File: src/rtl/prog_stream_tx.sv
// prog_stream_tx: host-side transmitter for the datapath's serial instruction-load port.
// Bytes are written into an internal FIFO. After start they are sent LSB first on
// ser_data/ser_enable. Each byte is followed by GAP_CYCLES hold cycles, and the last
// byte by TAIL_CYCLES more. The falling edge of ser_enable then releases the CPU.
//
// Ports:
//   clk, rst            system clock, synchronous active-high reset
//   start, byte_count   transfer request pulse and byte count (sampled in IDLE)
//   wr_valid, wr_data   byte write offer into the FIFO
//   wr_ready            FIFO not full
//   ser_data            serial data to the datapath in_data
//   ser_enable          serial frame enable to the datapath
//   busy, done          transfer in progress / one-cycle end-of-transfer pulse
//   underrun            sticky: a byte was needed while the FIFO was empty
//   checksum            mod-256 sum of transmitted bytes (PROG_STREAM_CHECKSUM_EN only)
//
// Optional feature macro: PROG_STREAM_CHECKSUM_EN
module prog_stream_tx #(
   parameter int unsigned DEPTH       = 16,
   parameter int unsigned MAX_BYTES   = 1024,
   parameter int unsigned GAP_CYCLES  = 1,
   parameter int unsigned TAIL_CYCLES = 2
) (
   input  logic                         clk,
   input  logic                         rst,
   input  logic                         start,
   input  logic [$clog2(MAX_BYTES):0]   byte_count,
   input  logic                         wr_valid,
   input  logic [7:0]                   wr_data,
   output logic                         wr_ready,
   output logic                         ser_data,
   output logic                         ser_enable,
   output logic                         busy,
   output logic                         done,
   output logic                         underrun
`ifdef PROG_STREAM_CHECKSUM_EN
   ,
   output logic [7:0]                   checksum
`endif
);

   localparam int unsigned AW       = $clog2(DEPTH);
   localparam int unsigned PW       = AW + 1;
   localparam int unsigned CW       = $clog2(MAX_BYTES) + 1;
   localparam int unsigned HOLD_MAX = (GAP_CYCLES > TAIL_CYCLES) ? GAP_CYCLES : TAIL_CYCLES;
   localparam int unsigned HW       = $clog2(HOLD_MAX + 1) + 1;

   typedef enum logic [2:0] {
      S_IDLE,
      S_FETCH,
      S_SHIFT,
      S_GAP,
      S_TAIL
   } state_t;

   state_t state_q, state_n;

   logic [7:0]    mem [DEPTH];
   logic [PW-1:0] wr_ptr, rd_ptr, wr_ptr_n, rd_ptr_n;
   logic          fifo_empty, push, pop, wr_ready_n;
   logic [7:0]    head;

   logic [CW-1:0] remaining_q, remaining_n, adv_rem;
   logic [6:0]    shift_q, shift_n;
   logic [3:0]    bit_cnt_q, bit_cnt_n;
   logic [HW-1:0] hold_q, hold_n;
   logic          ser_data_n, ser_enable_n, busy_n, done_n, underrun_n;
   logic          advance, finish;

   // FIFO status and next pointers
   assign fifo_empty = (wr_ptr == rd_ptr);
   assign push       = wr_valid && wr_ready;
   assign head       = mem[rd_ptr[AW-1:0]];
   assign wr_ptr_n   = wr_ptr + PW'(push);
   assign rd_ptr_n   = rd_ptr + PW'(pop);
   // wr_ready is registered as "not full" of the pointers it will see next cycle
   assign wr_ready_n = !((wr_ptr_n[AW] != rd_ptr_n[AW]) &&
                         (wr_ptr_n[AW-1:0] == rd_ptr_n[AW-1:0]));

   // FIFO storage
   always_ff @(posedge clk) begin
      if (push) mem[wr_ptr[AW-1:0]] <= wr_data;
   end

   // State register and datapath registers
   always_ff @(posedge clk) begin
      if (rst) begin
         state_q     <= S_IDLE;
         wr_ptr      <= '0;
         rd_ptr      <= '0;
         wr_ready    <= 1'b1;
         remaining_q <= '0;
         shift_q     <= '0;
         bit_cnt_q   <= '0;
         hold_q      <= '0;
         ser_data    <= 1'b0;
         ser_enable  <= 1'b0;
         busy        <= 1'b0;
         done        <= 1'b0;
         underrun    <= 1'b0;
      end else begin
         state_q     <= state_n;
         wr_ptr      <= wr_ptr_n;
         rd_ptr      <= rd_ptr_n;
         wr_ready    <= wr_ready_n;
         remaining_q <= remaining_n;
         shift_q     <= shift_n;
         bit_cnt_q   <= bit_cnt_n;
         hold_q      <= hold_n;
         ser_data    <= ser_data_n;
         ser_enable  <= ser_enable_n;
         busy        <= busy_n;
         done        <= done_n;
         underrun    <= underrun_n;
      end
   end

   // Next-state and next-output logic. Outputs are computed one edge ahead so
   // a byte's bit 0 appears the cycle after the fetch decision (fall-through pop).
   always_comb begin
      state_n      = state_q;
      remaining_n  = remaining_q;
      shift_n      = shift_q;
      bit_cnt_n    = bit_cnt_q;
      hold_n       = hold_q;
      ser_data_n   = ser_data;
      ser_enable_n = ser_enable;
      busy_n       = busy;
      done_n       = 1'b0;
      underrun_n   = underrun;
      pop          = 1'b0;
      advance      = 1'b0;
      finish       = 1'b0;
      adv_rem      = remaining_q;

      case (state_q)
         S_IDLE: begin
            if (start) begin
               underrun_n = 1'b0;
               if (byte_count != '0) begin
                  remaining_n = byte_count;
                  busy_n      = 1'b1;
                  state_n     = S_FETCH;
               end else begin
                  done_n = 1'b1;
               end
            end
         end
         S_FETCH: begin
            advance = 1'b1;
         end
         S_SHIFT: begin
            if (bit_cnt_q != 4'd8) begin
               ser_data_n = shift_q[0];
               shift_n    = {1'b0, shift_q[6:1]};
               bit_cnt_n  = bit_cnt_q + 4'd1;
            end else begin
               // bit 7 is on the line; the byte is accounted for here
               remaining_n = remaining_q - CW'(1);
               if (GAP_CYCLES != 0) begin
                  hold_n  = HW'(1);
                  state_n = S_GAP;
               end else begin
                  advance = 1'b1;
                  adv_rem = remaining_q - CW'(1);
               end
            end
         end
         S_GAP: begin
            if (hold_q < HW'(GAP_CYCLES)) hold_n = hold_q + HW'(1);
            else                          advance = 1'b1;
         end
         S_TAIL: begin
            if (hold_q < HW'(TAIL_CYCLES)) hold_n = hold_q + HW'(1);
            else                           finish = 1'b1;
         end
         default: state_n = S_IDLE;
      endcase

      // Byte boundary: start the next byte, stall on an empty FIFO, or enter the tail
      if (advance) begin
         if (adv_rem != '0) begin
            if (!fifo_empty) begin
               pop          = 1'b1;
               ser_enable_n = 1'b1;
               ser_data_n   = head[0];
               shift_n      = head[7:1];
               bit_cnt_n    = 4'd1;
               state_n      = S_SHIFT;
            end else begin
               underrun_n = 1'b1;
               state_n    = S_FETCH;
            end
         end else if (TAIL_CYCLES != 0) begin
            hold_n  = HW'(1);
            state_n = S_TAIL;
         end else begin
            finish = 1'b1;
         end
      end

      if (finish) begin
         ser_enable_n = 1'b0;
         done_n       = 1'b1;
         busy_n       = 1'b0;
         state_n      = S_IDLE;
      end
   end

`ifdef PROG_STREAM_CHECKSUM_EN
   logic [7:0] checksum_n;

   // Running mod-256 sum of popped bytes; cleared by an accepted start
   always_comb begin
      checksum_n = checksum;
      if (state_q == S_IDLE && start) checksum_n = '0;
      else if (pop)                   checksum_n = checksum + head;
   end

   always_ff @(posedge clk) begin
      if (rst) checksum <= '0;
      else     checksum <= checksum_n;
   end
`endif

endmodule

File: config.mk
export PLATFORM = sky130hd
export DESIGN_NAME = prog_stream_tx
export DESIGN_NICKNAME = d
export VERILOG_FILES = /design/src/rtl/prog_stream_tx.sv
export SDC_FILE = /design/constraint.sdc
export NUM_CORES = 1
export LEC_CHECK = 0
export ABC_AREA = 1
export BUFFER_PORTS_ARGS = -buffer_cell sky130_fd_sc_hd__buf_2
export CAP_MARGIN = 0
export CORE_ASPECT_RATIO = 0.7
export CORE_UTILIZATION = 56
export DETAILED_ROUTE_END_ITERATION = 16
export GPL_TIMING_DRIVEN = 0
export HOLD_SLACK_MARGIN = 0.1
export PLACE_DENSITY = 0.76
export SLEW_MARGIN = 20
export SYNTH_ARGS = -nofsm -noshare
export SYNTH_HDL_FRONTEND = slang
export SYNTH_SLANG_ARGS = --single-unit
File: constraint.sdc
create_clock -name clk -period 2.15 [get_ports clk]
set_input_delay 0.1075 -clock clk [delete_from_list [all_inputs] [get_ports clk]]
set_output_delay 0.1075 -clock clk [all_outputs]
set_load 0.005 [all_outputs]
==> impl_metrics.env, run 1 <==
export IMPL_status="complete, no violations"
export IMPL_yosys_warnings=0
export IMPL_fin_worst_skew_ns=0.0125
export IMPL_syn_area_sq_um=7890
export IMPL_drc_errors=0
export IMPL_synth_edf_count=128
export IMPL_synth_fp_nets=892
export IMPL_ys_ff_latch=172
export IMPL_track_usage=0.276
export IMPL_cts_tree="done"
export IMPL_power_density_nw_per_um2=1080
export IMPL_synth_top_cell_area_share=0.487
export IMPL_grt_max_degree=17
export IMPL_worstSetupPathType="reg2reg"
export IMPL_antenna_found_initial=0
export IMPL_viasPerCell=5.41
export IMPL_cap_violations=0
export IMPL_ff2ff_path_depth=14
export IMPL_cts_root_buffer="clkbuf_16"
export IMPL_fin_crit_sh=0.965
export IMPL_worstMarginPinSlew_ns=0.859
export IMPL_top_usage_layer="met2"
export IMPL_cts_htree_levels=4
export IMPL_layout_nets=969
export IMPL_grt_pass1_vias=5662
export IMPL_grt_pass1_wl_um=29500
export IMPL_die_y_um=101
export IMPL_vias=6136
export IMPL_met3_usage=0.0648
export IMPL_first_pass_iters=5
export IMPL_leakage_nw=3.69
export IMPL_synth_distinct_cells=33
export IMPL_row_count=35
export IMPL_cp_required_ns=2.45
export IMPL_hold_violations=0
export IMPL_wl_per_cell_um=16.6
export IMPL_hold_depth=1
export IMPL_use_met2=0.411
export IMPL_port_buffers=28
export IMPL_finalNonFillerCells=1134
export IMPL_worst_hold_path_type="in2reg"
export IMPL_antenna_left=0
export IMPL_drive_gt1_frac=0.164
export IMPL_num_antenna_cells=0
export IMPL_fin_crit_ns=2.08
export IMPL_relSlewSlack=0.425
export IMPL_drv_slew=0
export IMPL_ys_seq_area_frac=0.599
export IMPL_dp_cells=1072
export IMPL_worst_endpoint_arrival_ns=2.38
export IMPL_whs_ns=0.115
export IMPL_syn_inst=859
export IMPL_fmax_ghz=0.482
export IMPL_clk_latency_ns=0.43
export IMPL_cp_max_fo=4
export IMPL_ios=29
export IMPL_ys_flop_type="edfxtp_1"
export IMPL_drt_total_wl_um=18800
export IMPL_die_w_um=144
export IMPL_worstSetupStartpointType="register"
export IMPL_initial_core_util=0.587
export IMPL_synth_top_area_cell="edfxtp_1"
export IMPL_async_flop_share=0
export IMPL_core_sq_um=13400
export IMPL_yosys_top_cells_area="edfxtp_1 (49%), dfxtp_1 (11%), nor2_1 (8.9%)"
export IMPL_synth_most_common_cell="nor2_1"
export IMPL_synth_common_cells="nor2_1 (188), nand2_1 (183), edfxtp_1 (128), o21ai_0 (61)"
export IMPL_worst_setup_path_end_kind="register"
export IMPL_die_area_sq_um=14600
export IMPL_path_clk_slew_ns=0.07
export IMPL_setup_viol=0
export IMPL_grt_util_met1=0.405
export IMPL_clock_sinks=172
export IMPL_dr_first_iter_drc_count=516
export IMPL_overflow=0
export IMPL_area_growth_pct=17.1
export IMPL_ir_drop_mv=0.650
export IMPL_gp_congestion=0.899
export IMPL_cts_buffers=17
export IMPL_power_total_w=0.0100
export IMPL_cts_max_path_buffers=2
export IMPL_synth_area_per_cell_sq_um=9.18
export IMPL_dp_hpwl_um=12400
report_power, final:
part,internal [W],switching (W),leakage [nW]
sequential,0.00381,0.000201,1.52
clock,0.00160,0.00131,0.260
combinational,0.00117,0.00190,1.91
layer usage:
metal  part of all wire  wire [um]  vias up
met2               0.43       8160      271
li1                   -          -     2986
met4              0.013        242        0
met3              0.092       1740       30
met1               0.46       8690     2849
met5                  0          0        -
sequential cells by signal (all words and copies together) (netlist names):
name         cells
shift_q          7
bit_cnt_q        4
wr_ready         1
done             1
rd_ptr           5
ser_data         1
underrun         1
mem            128
remaining_q     11
ser_enable       1
wr_ptr           5
hold_q           3
state_q          3
busy             1
cells in the final DEF (no fill, tap or decap), types with 3 or more instances in the layout:
cell	n
inv_1	45
o21ai_1	29
nor2_4	6
edfxtp_1	128
a21oi_1	13
dfxtp_4	4
o21ai_0	60
ha_1	6
inv_2	13
nand4_1	4
nand2_2	3
buf_2	43
dfxtp_2	6
xnor2_1	7
dfxtp_1	34
or2_1	7
nor3_1	5
ha_4	4
inv_6	3
clkinv_1	5
xor2_1	6
clkinvlp_4	3
clkbuf_1	9
nand3_1	50
nor2_1	184
nand3_2	4
buf_4	20
clkinv_2	3
clkbuf_16	17
nand2_1	181
buf_6	3
nor2_2	6
dlygate4sd3_1	15
cell families after synthesis:
group | Yosys count | synth area share
adder cells (fa/ha/maj) | 10 | 0.0159
AND/OR/NAND/NOR | 455 | 0.241
flip-flops | 172 | 0.599
AO/OA/AOI/OAI | 108 | 0.0715
multiplexers | 1 | 0.00127
XOR/XNOR | 16 | 0.0178
buffers and inverters | 97 | 0.0539
path summary, 6_finish.rpt:
path / slack (ns) / start / end
max: 0.07 / remaining_q[0] / wr_ready
min: 0.11 / wr_data[3] / mem[12][3]
max reg2reg: 0.07 / remaining_q[0] / wr_ready
min reg2reg: 0.45 / busy / busy
critical path, cell delays in order, from the launching register on:
cell and delay, ns:
dfxtp_4 0.36, inv_4 0.07, ha_4 0.15, inv_4 0.05, nor2_4 0.14, nand3_4 0.09, nand2_2 0.10, nor2_4 0.05
ha_4 0.17, ha_4 0.17, xnor2_2 0.18, xnor2_1 0.14, nand3_1 0.09, nor2_1 0.10, nand3_1 0.10
cell type report:
type | count | area [sq um]
Fill cell | 1027 | 4210
Sequential cell | 172 | 4750
Clock inverter | 13 | 116
Inverter | 65 | 249
Multi-Input combinational cell | 590 | 2850
Buffer | 32 | 203
Clock buffer | 19 | 433
Tap cell | 185 | 231
Timing Repair Buffer | 58 | 403
through the flow:
stage / util / TNS [ns] / instance area (sq um) / setup WS, ns
floorplan: - / 0 / 7910 / 0.0107
global placement: 0.616 / -0.476 / 8280 / -0.360
detailed placement: 0.616 / -0.517 / 8280 / -0.364
CTS: 0.673 / 0 / 9050 / 0.00972
global route: 0.687 / -0.00665 / 9240 / -0.00665
finish: 0.687 / 0 / 9240 / 0.0750
timing repair:
| action | 4_1_cts | 5_1_grt |
|---|---|---|
| endpoints found under the hold margin | 46 | 0 |
| buffers inserted | 4 | 11 |
| endpoints found under the setup margin | 4 | 1 |
| pin swaps | 4 | 11 |
| gates resized for setup | 14 | 35 |
| hold buffers | 15 | 0 |
| gates cloned | 0 | 0 |
(Power assumes the default switching activity.)
==> inputs of run 2 (changes only) <==
--- a/config.mk
+++ b/config.mk
@@ -13,7 +13,7 @@
 export DETAILED_ROUTE_END_ITERATION = 16
 export GPL_TIMING_DRIVEN = 0
 export HOLD_SLACK_MARGIN = 0.1
-export PLACE_DENSITY = 0.76
+export PLACE_DENSITY = 0.86
 export SLEW_MARGIN = 20
 export SYNTH_ARGS = -nofsm -noshare
 export SYNTH_HDL_FRONTEND = slang
==> run 2 against run 1 <==
Die area did not move. Worst setup slack got worse by 0.19 ns. The run now ends with setup timing left. Clock-buffer cell count is 2 lower. Clock power increased by 4%. Sequential share of layout area shrank 0.44 points. Worst hold slack got worse by 0.0060 ns. Sequential cell count unchanged. Cell count up 0.62%. Non-clock buffer count up 7. Sequential power barely moved. Combinational power increased by 9.4%. Power grew 4.2%.
==> impl_metrics.env, run 2 (synthesis results as in run 1) <==
export IMPL_leakage_nw=3.74
export IMPL_drt_total_wl_um=21900
export IMPL_worstSetupPathType="reg2reg"
export IMPL_fin_crit_sh=1.05
export IMPL_first_pass_iters=7
export IMPL_cts_tree="done"
export IMPL_place_ws_ns=-0.405
export IMPL_clk_latency_ns=0.43
export IMPL_ir_drop_mv=0.955
export IMPL_final_common_cell="nor2_1"
export IMPL_drv_slew=0
export IMPL_hold_violations=0
export IMPL_worstMarginPinSlew_ns=0.876
export IMPL_die_area_sq_um=14600
export IMPL_setup_viol=1
export IMPL_ios=29
export IMPL_worst_endpoint_arrival_ns=2.58
export IMPL_viasPerCell=5.92
export IMPL_relSlewSlack=0.414
export IMPL_grt_setup_unrepaired="yes"
export IMPL_die_y_um=101
export IMPL_path_clk_slew_ns=0.07
export IMPL_violations="setup timing"
export IMPL_cp_max_fo=6
export IMPL_dr_first_iter_drc_count=1048
export IMPL_grt_pass1_vias=5973
export IMPL_cap_violations=0
export IMPL_die_w_um=144
export IMPL_fin_crit_ns=2.26
export IMPL_layout_nets=976
export IMPL_wl_per_cell_um=19.2
export IMPL_gp_congestion=0.951
export IMPL_worstSetupStartpointType="register"
export IMPL_tns_ns=-0.112
export IMPL_cts_root_buffer="clkbuf_16"
export IMPL_setup_slack_ns=-0.112
export IMPL_finalNonFillerCells=1141
export IMPL_worst_setup_path_end_kind="register"
export IMPL_grt_pass1_wl_um=31500
export IMPL_area_growth_pct=18.1
export IMPL_antenna_left=0
export IMPL_cts_buffers=17
export IMPL_port_buffers=28
export IMPL_core_sq_um=13400
export IMPL_drive_gt1_frac=0.172
export IMPL_cp_required_ns=2.47
export IMPL_fin_worst_skew_ns=0.0105
export IMPL_cts_max_path_buffers=2
export IMPL_vias=6760
export IMPL_clock_sinks=172
export IMPL_track_usage=0.300
export IMPL_status="complete, but fails checks"
export IMPL_initial_core_util=0.587
export IMPL_dp_hpwl_um=12900
export IMPL_num_antenna_cells=0
export IMPL_fmax_ghz=0.442
export IMPL_worst_hold_path_type="in2reg"
export IMPL_cts_htree_levels=4
export IMPL_fill_cells=861
export IMPL_dp_cells=1072
export IMPL_whs_ns=0.109
export IMPL_power_density_nw_per_um2=1120
export IMPL_row_count=35
export IMPL_antenna_found_initial=0
export IMPL_grt_max_degree=17
export IMPL_largest_reg_flops=128
export IMPL_drc_errors=0
export IMPL_overflow=0
export IMPL_most_common_layout_cells="nor2_1 (182), nand2_1 (180), edfxtp_1 (128)"
run 2: per-layer routing:
layer | vias up | GRT usage | part of all wire | wire length, um
met1 | 3120 | 0.428 | 0.40 | 8700
li1 | 2999 | - | - | -
met4 | 0 | 0.109 | 0.034 | 752
met5 | - | 0 | 0 | 0
met2 | 544 | 0.440 | 0.44 | 9730
met3 | 97 | 0.0837 | 0.12 | 2720
run 2: critical path: stages, from the launching register on:
cell,delay [ns]
dfxtp_1,0.34
buf_4,0.19
xnor2_1,0.15
nand3_1,0.16
nor2_4,0.15
nor2_4,0.07
ha_4,0.17
ha_4,0.22
inv_4,0.05
o21ai_1,0.06
a21oi_1,0.18
nand3_1,0.16
nor2_1,0.16
nand3_1,0.08
run 2: area by class of cell:
cell class                 instances  area [sq um]  share of cell area
tap                              185           231              0.0248
multi-input combinational        590          2860               0.307
inverter                          65           249              0.0267
buffer                            32           199              0.0213
sequential                       172          4750               0.510
clock buffer                      17           425              0.0456
timing repair buffer              65           460              0.0494
clock inverter                    15           148              0.0158
run 2: timing repair:
| item | 4_1_cts | 5_1_grt |
|---|---|---|
| pin swaps | 7 | 14 |
| resized for setup | 24 | 26 |
| endpoints found under the hold margin | 69 | 0 |
| hold buffers | 18 | 0 |
| setup buffers | 14 | 6 |
| setup endpoints to repair | 4 | 4 |
run 2: power breakdown:
group | total, W | internal [W] | leakage [nW] | switching, W
registers | 0.00402 | 0.00381 | 1.52 | 0.000211
logic | 0.00337 | 0.00122 | 1.94 | 0.00215
clock network | 0.00302 | 0.00170 | 0.275 | 0.00132
total | 0.0104 | 0.00673 | 3.74 | 0.00368
run 2: final timing paths:
check	start	endpoint	slack (ns)	depth (start not counted)
max	rd_ptr[2]	wr_ready	-0.11	13
min	wr_data[2]	mem[3][2]	0.11	1
max reg2reg	rd_ptr[2]	wr_ready	-0.11	13
min reg2reg	busy	busy	0.48	2
run 2: stage by stage:
stage               total power (W)  area [sq um]  utilization
floorplan                   0.00606          7910            -
global placement            0.00667          8280        0.616
detailed placement          0.00678          8280        0.616
CTS                          0.0100          9210        0.685
global route                 0.0108          9320        0.693
finish                       0.0104          9320        0.693
